**config.mk**
```make
export PLATFORM = sky130hd
export DESIGN_NAME = weight_loader
export DESIGN_NICKNAME = d
export VERILOG_FILES = /design/src/rtl/weight_loader_pkg.sv /design/src/rtl/weight_loader.sv
export SDC_FILE = /design/constraint.sdc
export NUM_CORES = 1
export LEC_CHECK = 0
export ABC_CLOCK_PERIOD_IN_PS = 3300
export CORE_ASPECT_RATIO = 1.1
export CORE_MARGIN = 5
export CORE_UTILIZATION = 41
export DETAILED_ROUTE_END_ITERATION = 10
export PLACE_DENSITY_LB_ADDON = 0.2
export SLEW_MARGIN = 30
export SYNTH_ARGS = -nofsm -noshare
export SYNTH_HDL_FRONTEND = slang
export SYNTH_SLANG_ARGS = --single-unit
```
**constraint.sdc**
```tcl
create_clock -name clk -period 3.3 [get_ports clk]
set_clock_uncertainty 0.2 [all_clocks]
set_input_delay 0.66 -clock clk [delete_from_list [all_inputs] [get_ports clk]]
set_output_delay 0.66 -clock clk [all_outputs]
set_load 0.02 [all_outputs]
```
**src/rtl/weight_loader_pkg.sv**
```systemverilog
// Shared configuration and state encoding for the weight loader.
package weight_loader_pkg;

   // Default tile geometry shared with weight_buffer and the systolic array.
   localparam int unsigned WL_ARRAYWIDTH  = 4;
   localparam int unsigned WL_ARRAYHEIGHT = 4;
   localparam int unsigned WL_DATASIZE    = 8;
   localparam int unsigned WL_ADDRWIDTH   = 10;

   // Fixed encodings so the controller can decode the loader state for debug.
   typedef enum logic [2:0] {
      StIdle  = 3'd0,
      StFetch = 3'd1,
      StFlush = 3'd2,
      StDrain = 3'd3,
      StDone  = 3'd4
   } wl_state_e;

endpackage

```
**src/rtl/weight_loader.sv**
```systemverilog
// Weight loader: fetches one ARRAYHEIGHT-row weight tile from SRAM, pushes the
// rows into weight_buffer with load_en, then shifts them out with out_en.
module weight_loader
   import weight_loader_pkg::*;
#(
   parameter int unsigned ARRAYWIDTH  = WL_ARRAYWIDTH,
   parameter int unsigned ARRAYHEIGHT = WL_ARRAYHEIGHT,
   parameter int unsigned DATASIZE    = WL_DATASIZE,
   parameter int unsigned ADDRWIDTH   = WL_ADDRWIDTH
) (
   input  logic                           clk,
   input  logic                           rst,
   input  logic                           start,
   input  logic [ADDRWIDTH-1:0]           base_addr,
   input  logic                           stall,
   output logic                           busy,
   output logic                           done,
   output logic                           mem_rd_en,
   output logic [ADDRWIDTH-1:0]           mem_addr,
   input  logic [ARRAYWIDTH*DATASIZE-1:0] mem_rd_data,
   output logic                           load_en,
   output logic [ARRAYWIDTH*DATASIZE-1:0] wb_weight,
   output logic                           out_en
);

   localparam int unsigned CntWidth = $clog2(ARRAYHEIGHT + 1);
   localparam logic [CntWidth-1:0] LastRow = CntWidth'(ARRAYHEIGHT - 1);
   localparam logic [CntWidth-1:0] Height  = CntWidth'(ARRAYHEIGHT);

   wl_state_e               state_q, state_d;
   logic [ADDRWIDTH-1:0]    addr_q, addr_d;
   logic [CntWidth-1:0]     rd_cnt_q, rd_cnt_d;
   logic [CntWidth-1:0]     dr_cnt_q, dr_cnt_d;

   logic                    busy_q, busy_d;
   logic                    done_q, done_d;
   logic                    mem_rd_en_q, mem_rd_en_d;
   logic [ADDRWIDTH-1:0]    mem_addr_q, mem_addr_d;
   logic                    load_en_q, load_en_d;
   logic                    out_en_q, out_en_d;

   // State, base address and counters.
   always_ff @(posedge clk or negedge rst) begin
      if (!rst) begin
         state_q  <= StIdle;
         addr_q   <= '0;
         rd_cnt_q <= '0;
         dr_cnt_q <= '0;
      end else begin
         state_q  <= state_d;
         addr_q   <= addr_d;
         rd_cnt_q <= rd_cnt_d;
         dr_cnt_q <= dr_cnt_d;
      end
   end

   // Next-state and counter logic.
   always_comb begin
      state_d  = state_q;
      addr_d   = addr_q;
      rd_cnt_d = rd_cnt_q;
      dr_cnt_d = dr_cnt_q;
      unique case (state_q)
         StIdle: begin
            if (start) begin
               state_d  = StFetch;
               addr_d   = base_addr;
               rd_cnt_d = '0;
            end
         end
         StFetch: begin
            rd_cnt_d = rd_cnt_q + CntWidth'(1);
            if (rd_cnt_q == LastRow) begin
               state_d = StFlush;
            end
         end
         StFlush: begin
            state_d  = StDrain;
            dr_cnt_d = '0;
         end
         StDrain: begin
            // A beat is counted once it has actually been presented on out_en.
            dr_cnt_d = dr_cnt_q + CntWidth'(out_en_q);
            if (dr_cnt_d == Height) begin
               state_d = StDone;
            end
         end
         StDone: begin
            state_d = StIdle;
         end
         default: begin
            state_d = StIdle;
         end
      endcase
   end

   // Registered-output next values, derived from the upcoming state.
   always_comb begin
      mem_rd_en_d = (state_d == StFetch);
      mem_addr_d  = mem_addr_q;
      if (state_d == StFetch) begin
         // Address wraps modulo 2^ADDRWIDTH by truncation.
         mem_addr_d = addr_d + ADDRWIDTH'(rd_cnt_d);
      end
      // SRAM data lands one cycle after the read strobe.
      load_en_d = mem_rd_en_q;
      // Entering DRAIN implies fewer than ARRAYHEIGHT beats have been issued.
      out_en_d  = (state_d == StDrain) && !stall;
      done_d    = (state_d == StDone);
      busy_d    = (state_d != StIdle);
   end

   // Output registers.
   always_ff @(posedge clk or negedge rst) begin
      if (!rst) begin
         busy_q      <= 1'b0;
         done_q      <= 1'b0;
         mem_rd_en_q <= 1'b0;
         mem_addr_q  <= '0;
         load_en_q   <= 1'b0;
         out_en_q    <= 1'b0;
      end else begin
         busy_q      <= busy_d;
         done_q      <= done_d;
         mem_rd_en_q <= mem_rd_en_d;
         mem_addr_q  <= mem_addr_d;
         load_en_q   <= load_en_d;
         out_en_q    <= out_en_d;
      end
   end

   assign busy      = busy_q;
   assign done      = done_q;
   assign mem_rd_en = mem_rd_en_q;
   assign mem_addr  = mem_addr_q;
   assign load_en   = load_en_q;
   assign out_en    = out_en_q;
   assign wb_weight = mem_rd_data;

endmodule

```
==> results of run 1 <==
sequential cells by signal, indices dropped and copies added (netlist names):
name,count
rd_cnt_q,3
dr_cnt_q,3
out_en,1
mem_rd_en,1
mem_addr,10
done,1
load_en,1
addr_q,10
busy,1
state_q,3
cell usage in the layout (no fill, tap or decap), types with 3 or more instances in the layout:
master            n
clkbuf_8          6
inv_1             7
nand2_1          44
nor3_1            5
xnor2_1           7
nand2b_1          5
o21ai_0          11
clkdlybuf4s50_1  27
buf_4            14
xor2_1            5
mux2i_1           3
dfrtp_1          34
ha_1              7
nor2_1           11
path summary, 6_finish.rpt:
path / end / startpoint
min in group asynchronous: rd_cnt_q[2] / rst
max in group asynchronous: mem_addr[6] / rst
min: load_en / mem_rd_en
max reg2reg: mem_addr[7] / state_q[1]
max: mem_addr[7] / state_q[1]
min reg2reg: load_en / mem_rd_en
power breakdown:
| part | internal [mW] | total [mW] | switching [mW] | leakage (nW) |
|---|---|---|---|---|
| logic | 0.611 | 1.29 | 0.682 | 0.560 |
| clock network | 0.168 | 0.314 | 0.146 | 0.0482 |
| registers | 0.611 | 0.743 | 0.132 | 0.419 |
| total | 1.39 | 2.35 | 0.960 | 1.03 |
metrics by stage:
step,power [mW],setup WS [ns],hold slack (ns),util
after global routing,2.57,0.155,0.191,0.482
after floorplan,1.60,0.259,0.164,-
after CTS,2.36,0.0720,0.181,0.480
after detailed placement,2.04,-0.216,0.166,0.460
after global placement,1.99,-0.189,0.158,0.460
final,2.35,0.403,0.176,0.482
synthesized netlist by cell type:
library cell and number:
a32oi_1 1, dfrtp_1 34, xnor2_1 7, o2111ai_1 2
a21oi_1 1, fa_1 1, buf_4 32, o211ai_1 2
mux2i_1 3, or4b_4 1, a22o_1 1, nand2_1 44
a2111o_1 1, nor3b_1 1, and4_1 2, buf_2 3
nand4_1 2, ha_1 7, inv_1 7, a221o_1 2
nor4b_4 1, nand2b_1 5, xor2_1 5, nand2_4 2
a211oi_2 1, buf_6 2, nor3_1 5, a21boi_1 1
o21ai_0 11, nor2b_1 1, clkbuf_1 1, o21ai_1 2
nor2_1 11, mux2_2 1
logic make-up (layout without fill, tap and decap cells):
| logic type | after synthesis | count (layout) | synth area share |
|---|---|---|---|
| compound gates | 25 | 25 | 0.0879 |
| flops | 34 | 34 | 0.436 |
| buf+inv | 45 | 57 | 0.158 |
| fa+ha+maj | 8 | 8 | 0.0552 |
| mux | 4 | 4 | 0.0212 |
| simple gates | 75 | 75 | 0.188 |
| xor+xnor | 12 | 12 | 0.0539 |
per-layer routing:
layer  vias up  track usage  wire length (um)
met5         -            0                 0
met4         0       0.0524                63
met3         6       0.0351               194
met2        31        0.210              1730
met1       623        0.175              1680
li1        663            -                 -
layout make-up:
cell class | instances | area share
multi-input combinational | 124 | 0.359
clock buffer | 7 | 0.0388
tap | 56 | 0.0315
clock inverter | 1 | 0.00225
timing repair buffer | 42 | 0.174
inverter | 7 | 0.0118
sequential | 34 | 0.382
timing repair:
action / CTS / global route
gates resized for setup: 0 / 2
hold endpoints to repair: 0 / 0
setup endpoints to repair: 0 / 6
setup buffers: 0 / 0
==> results.md, run 1 <==
- Run status: finished clean
- DP HPWL: 2820 um
- Crit path kind: register to register
- First-pass GRT wire length: 6350 um
- Fmax: 345 MHz
- Area taken by multi-input logic gates: 800 um2
- Crit path DAT: 2.86 ns
- Wire length per cell: 13.6 um
- Largest delay share family, worst path: compound AO/OA/AOI/OAI gates
- Clk slew on worst S/H paths: 0.07 ns
- Max_slew headroom: 0.501
- GRT Util Overall: 0.134
- Layout area overhead: 14.1%
- CTS buffer count: 5
- Max IR drop VDD: 0.000469 V
- Initial DRT Pass Iterations: 4
- Cell Pwr Density: 1060 nW/um2
- Required @ worst endpoint: 3.26 ns
- Port Buf Inserts: 28
- # H-tree levels: 2
- Placed cell count: 263
- Synth warnings: 0
- Critical Path Sink Type: register
- FF-to-FF setup slack: 0.40 ns
- Root Buffer: clkbuf_8
- WP depth: 11
- Placed inst area: 2120 um2
- Sequential cell area: 851 um2
- Detail Route Antenna Nets: 0
- Yosys reg bits: 34
- Yosys top cell area share: 0.436
- Gp weighted congestion: 0.925
- Boundary Pins: 93
- Synthesized instance count: 203
- Max FO, Critical Path: 7
- Skew-Pair Late Insertion Delay: 0.28 ns
- Nets: 268
- Sequential area share after synthesis: 0.436
- Startpoint Class: register
- Core Area: 4620 um2
- Synth area leader: dfrtp_1
- Share of layout cells above drive strength 1: 0.126
- Diodes inserted: 0
- GRT Residual Overflow: 0
- Largest net degree at the start of global routing: 35
- Setup-failing EPs final: 0
- TritonCTS clock tree: yes
- Post-route cell area: 2230 um2
- Setup TNS: 0 ns
- CP max-delay cell: dfrtp_1
- CP max stage delay: 0.46 ns
- RSZ-0062 raised after global routing: false
- Fin crit share: 0.878
- Die H: 82.3 um
- DR DRC count: 0
- Synth unique cells: 34
- HP Class: register to register
- Vias in the first global route: 1378
- Detailed Route Iter0 Violations: 52
- Fill cells: 448
- Synth Net Count: 257
- Max-capacitance violation count: 0
- Hold path cells: 0
- Synth Area per Inst: 9.61 um2
- Clock Path Buffers: 2
- Fin cells: 271
- LEAKAGE: 1.03 nW
- Crit path buf inv count: 2
- Slew @ Worst Pin: 0.749 ns
- FF-to-FF path depth: 11
- Initial antenna violation count: 0
- Vias per cell: 4.88
- Slew Viols, Final: 0
- Min cycle time layout: 2.90 ns
- CTS Sinks: 34
- Initial core utilization: 0.422
- Synth top area cells: dfrtp_1 44%, buf_4 12%, nand2_1 8.5%, ha_1 4.5%, xnor2_1 3.1%
- Final Hold Fails: 0
- Mapped Area: 1950 um2
- Vias post-DR: 1323
- Die area: 6240 um2
- WL final: 3670 um
- Site row count: 26
- Die width: 75.8 um
- Critical path, cell by cell: nor2_1 -> o21ai_1 -> buf_4 -> a32oi_1 -> inv_1 -> ha_1 -> a211oi_4 -> nor3b_1 -> xnor2_1 -> nor3_1 -> a221o_1
- CTS Hold Buffers Added: 0
Power figures use the tool's default switching activity.
==> run 2, diff against run 1 <==
Settings changed: PLACE_DENSITY set to 0.9, PLACE_DENSITY_LB_ADDON 0.2 to unset.
==> results.md, run 2 (synthesis results as in run 1) <==
- Initial DRT Pass Iterations: 4 (unchanged)
- HP Class: register to register
- Fin crit share: 0.905 (+0.0272)
- Post_cts resized: 0 (unchanged)
- Cell Pwr Density: 1060 nW/um2 (about the same)
- Root Buffer: clkbuf_8
- Vias per cell: 5.16 (+5.7%)
- Share of layout cells above drive strength 1: 0.127 (+0.00118)
- GRT met1 Usage: 0.150 (-0.0255)
- Fmax: 335 MHz (-3.0%)
- CTS Sinks: 34 (unchanged)
- CP max stage delay: 0.47 ns (about the same)
- Final Hold Fails: 0 (unchanged)
- Slew Viols, Final: 0 (unchanged)
- DR DRC count: 0 (unchanged)
- Met2 Use GR: 0.223 (+0.0128)
- Slew @ Worst Pin: 0.696 ns (-0.0526 ns)
- GRT Residual Overflow: 0 (unchanged)
- Max-capacitance violation count: 0 (unchanged)
- Detail Route Antenna Nets: 0 (unchanged)
- Largest net degree at the start of global routing: 35 (unchanged)
- Run status: finished clean
- Initial core utilization: 0.422 (unchanged)
- CTS buffer count: 5 (unchanged)
- Placed cell count: 261 (-0.76%)
- TritonCTS clock tree: yes
- Max_slew headroom: 0.536 (+0.0350)
- Max IR drop VDD: 0.000271 V (-42%)
- Boundary Pins: 93 (unchanged)
- Wire length per cell: 14.8 um (+8.9%)
- Die width: 75.8 um (unchanged)
- Critical Path Sink Type: register
- Skew-Pair Late Insertion Delay: 0.28 ns (about the same)
- Die area: 6240 um2 (unchanged)
- GRT Util Overall: 0.136 (+0.00232)
- RSZ-0062 raised after global routing: false
- Fin cells: 269 (-0.74%)
- Vias in the first global route: 1386 (+0.58%)
- Core Area: 4620 um2 (unchanged)
- Initial antenna violation count: 0 (unchanged)
- WL final: 3970 um (+8.1%)
- PnR Total Power: 2.33 mW (-0.75%)
- Startpoint Class: register
- Clk slew on worst S/H paths: 0.07 ns (about the same)
- Most Used Layer, Global Route: met2
- CTS Hold Buffers Added: 0 (unchanged)
- Clock Path Buffers: 2 (unchanged)
- Detailed Route Iter0 Violations: 83 (+60%)
- Nets: 266 (-0.75%)
- DP HPWL: 2920 um (+3.5%)
- Met3 Use GR: 0.0666 (+0.0315)
- Crit path DAT: 2.95 ns (+0.09 ns)
- LEAKAGE: 1.02 nW (-0.93%)
- Setup-failing EPs final: 0 (unchanged)
- Die H: 82.3 um (unchanged)
- Max FO, Critical Path: 7 (unchanged)
- Site row count: 26 (unchanged)
- Layout area overhead: 13.3%
- First-pass GRT wire length: 6340 um (-0.11%)
- Crit path kind: register to register
- Min cycle time layout: 2.99 ns (+0.0899 ns)
- Port Buf Inserts: 28 (unchanged)
- Commonest non-fill, non-tap cell in the layout: nand2_1
- Post CTS Setup Buffer Count: 0 (unchanged)
- Diodes inserted: 0 (unchanged)
- # H-tree levels: 2 (unchanged)
- Most frequent cells in the layout: 44 x nand2_1, 34 x dfrtp_1, 27 x clkdlybuf4s50_1
- CP max-delay cell: dfrtp_1
- Vias post-DR: 1388 (+4.9%)
- Required @ worst endpoint: 3.26 ns (about the same)
- Critical path, cell by cell: nor2_1 -> nand2_1 -> o21ai_0 -> ha_1 -> inv_1 -> fa_1 -> nor2b_2 -> buf_4 -> o211ai_1 -> xnor2_1 -> a221o_1
- Gp weighted congestion: 0.873 (-5.6%)
==> run 2: cell count changes in the layout (fill, tap and decap cells not counted), sizes merged <==
| cell | change |
|---|---|
| buf | -2 |
==> run 2: critical path: cells and delay by family (launching register included) <==
family                     cells  cell delay, ns
and+or+nand+nor                3            0.52
AOI/OAI and AO/OA              3            0.69
xor gates and xnor gates       1            0.14
adders and majority gates      2            0.64
DFF                            1            0.47
buffers and inverters          2            0.21
==> run 2: path summary, 6_finish.rpt <==
kind                       cells after the start  slack, ns        from     endpoint
max                                           11       0.31  state_q[1]  mem_addr[8]
min                                            0       0.18   mem_rd_en      load_en
max reg2reg                                   11       0.31  state_q[1]  mem_addr[8]
min reg2reg                                    0       0.18   mem_rd_en      load_en
max in group asynchronous                      2       2.01         rst      load_en
min in group asynchronous                      2       0.58         rst  dr_cnt_q[2]
==> run 2: metrics by stage <==
stage                     setup slack [ns]  utilization  cell area [um2]  hold WS (ns)  TNS, ns
after floorplan                      0.259            -             1950         0.164        0
after global placement             -0.0668        0.457             2110         0.161   -0.175
after detailed placement            -0.163        0.457             2110         0.165   -0.760
after CTS                            0.129        0.476             2200         0.183        0
after global routing                0.0494        0.478             2210         0.204        0
final                                0.313        0.478             2210         0.177        0
==> run 2: power by group <==
part | internal [mW] | total [mW] | switching, mW
clock network | 0.168 | 0.312 | 0.144
logic | 0.585 | 1.26 | 0.677
registers | 0.610 | 0.758 | 0.148
==> run 2: layout make-up <==
cell class,count,area [um2]
Clock buffer,7,86.3
Clock inverter,1,5.00
Fill cell,434,2410
Inverter,7,26.3
Multi-Input combinational cell,124,798
Sequential cell,34,851
Tap cell,56,70.1
Timing Repair Buffer,40,373
==> run 2: per-layer routing <==
layer / vias to the layer above / part of all wire
met5: - / 0
met1: 671 / 0.39
li1: 663 / -
met4: 0 / 0.016
met3: 7 / 0.10
met2: 47 / 0.50
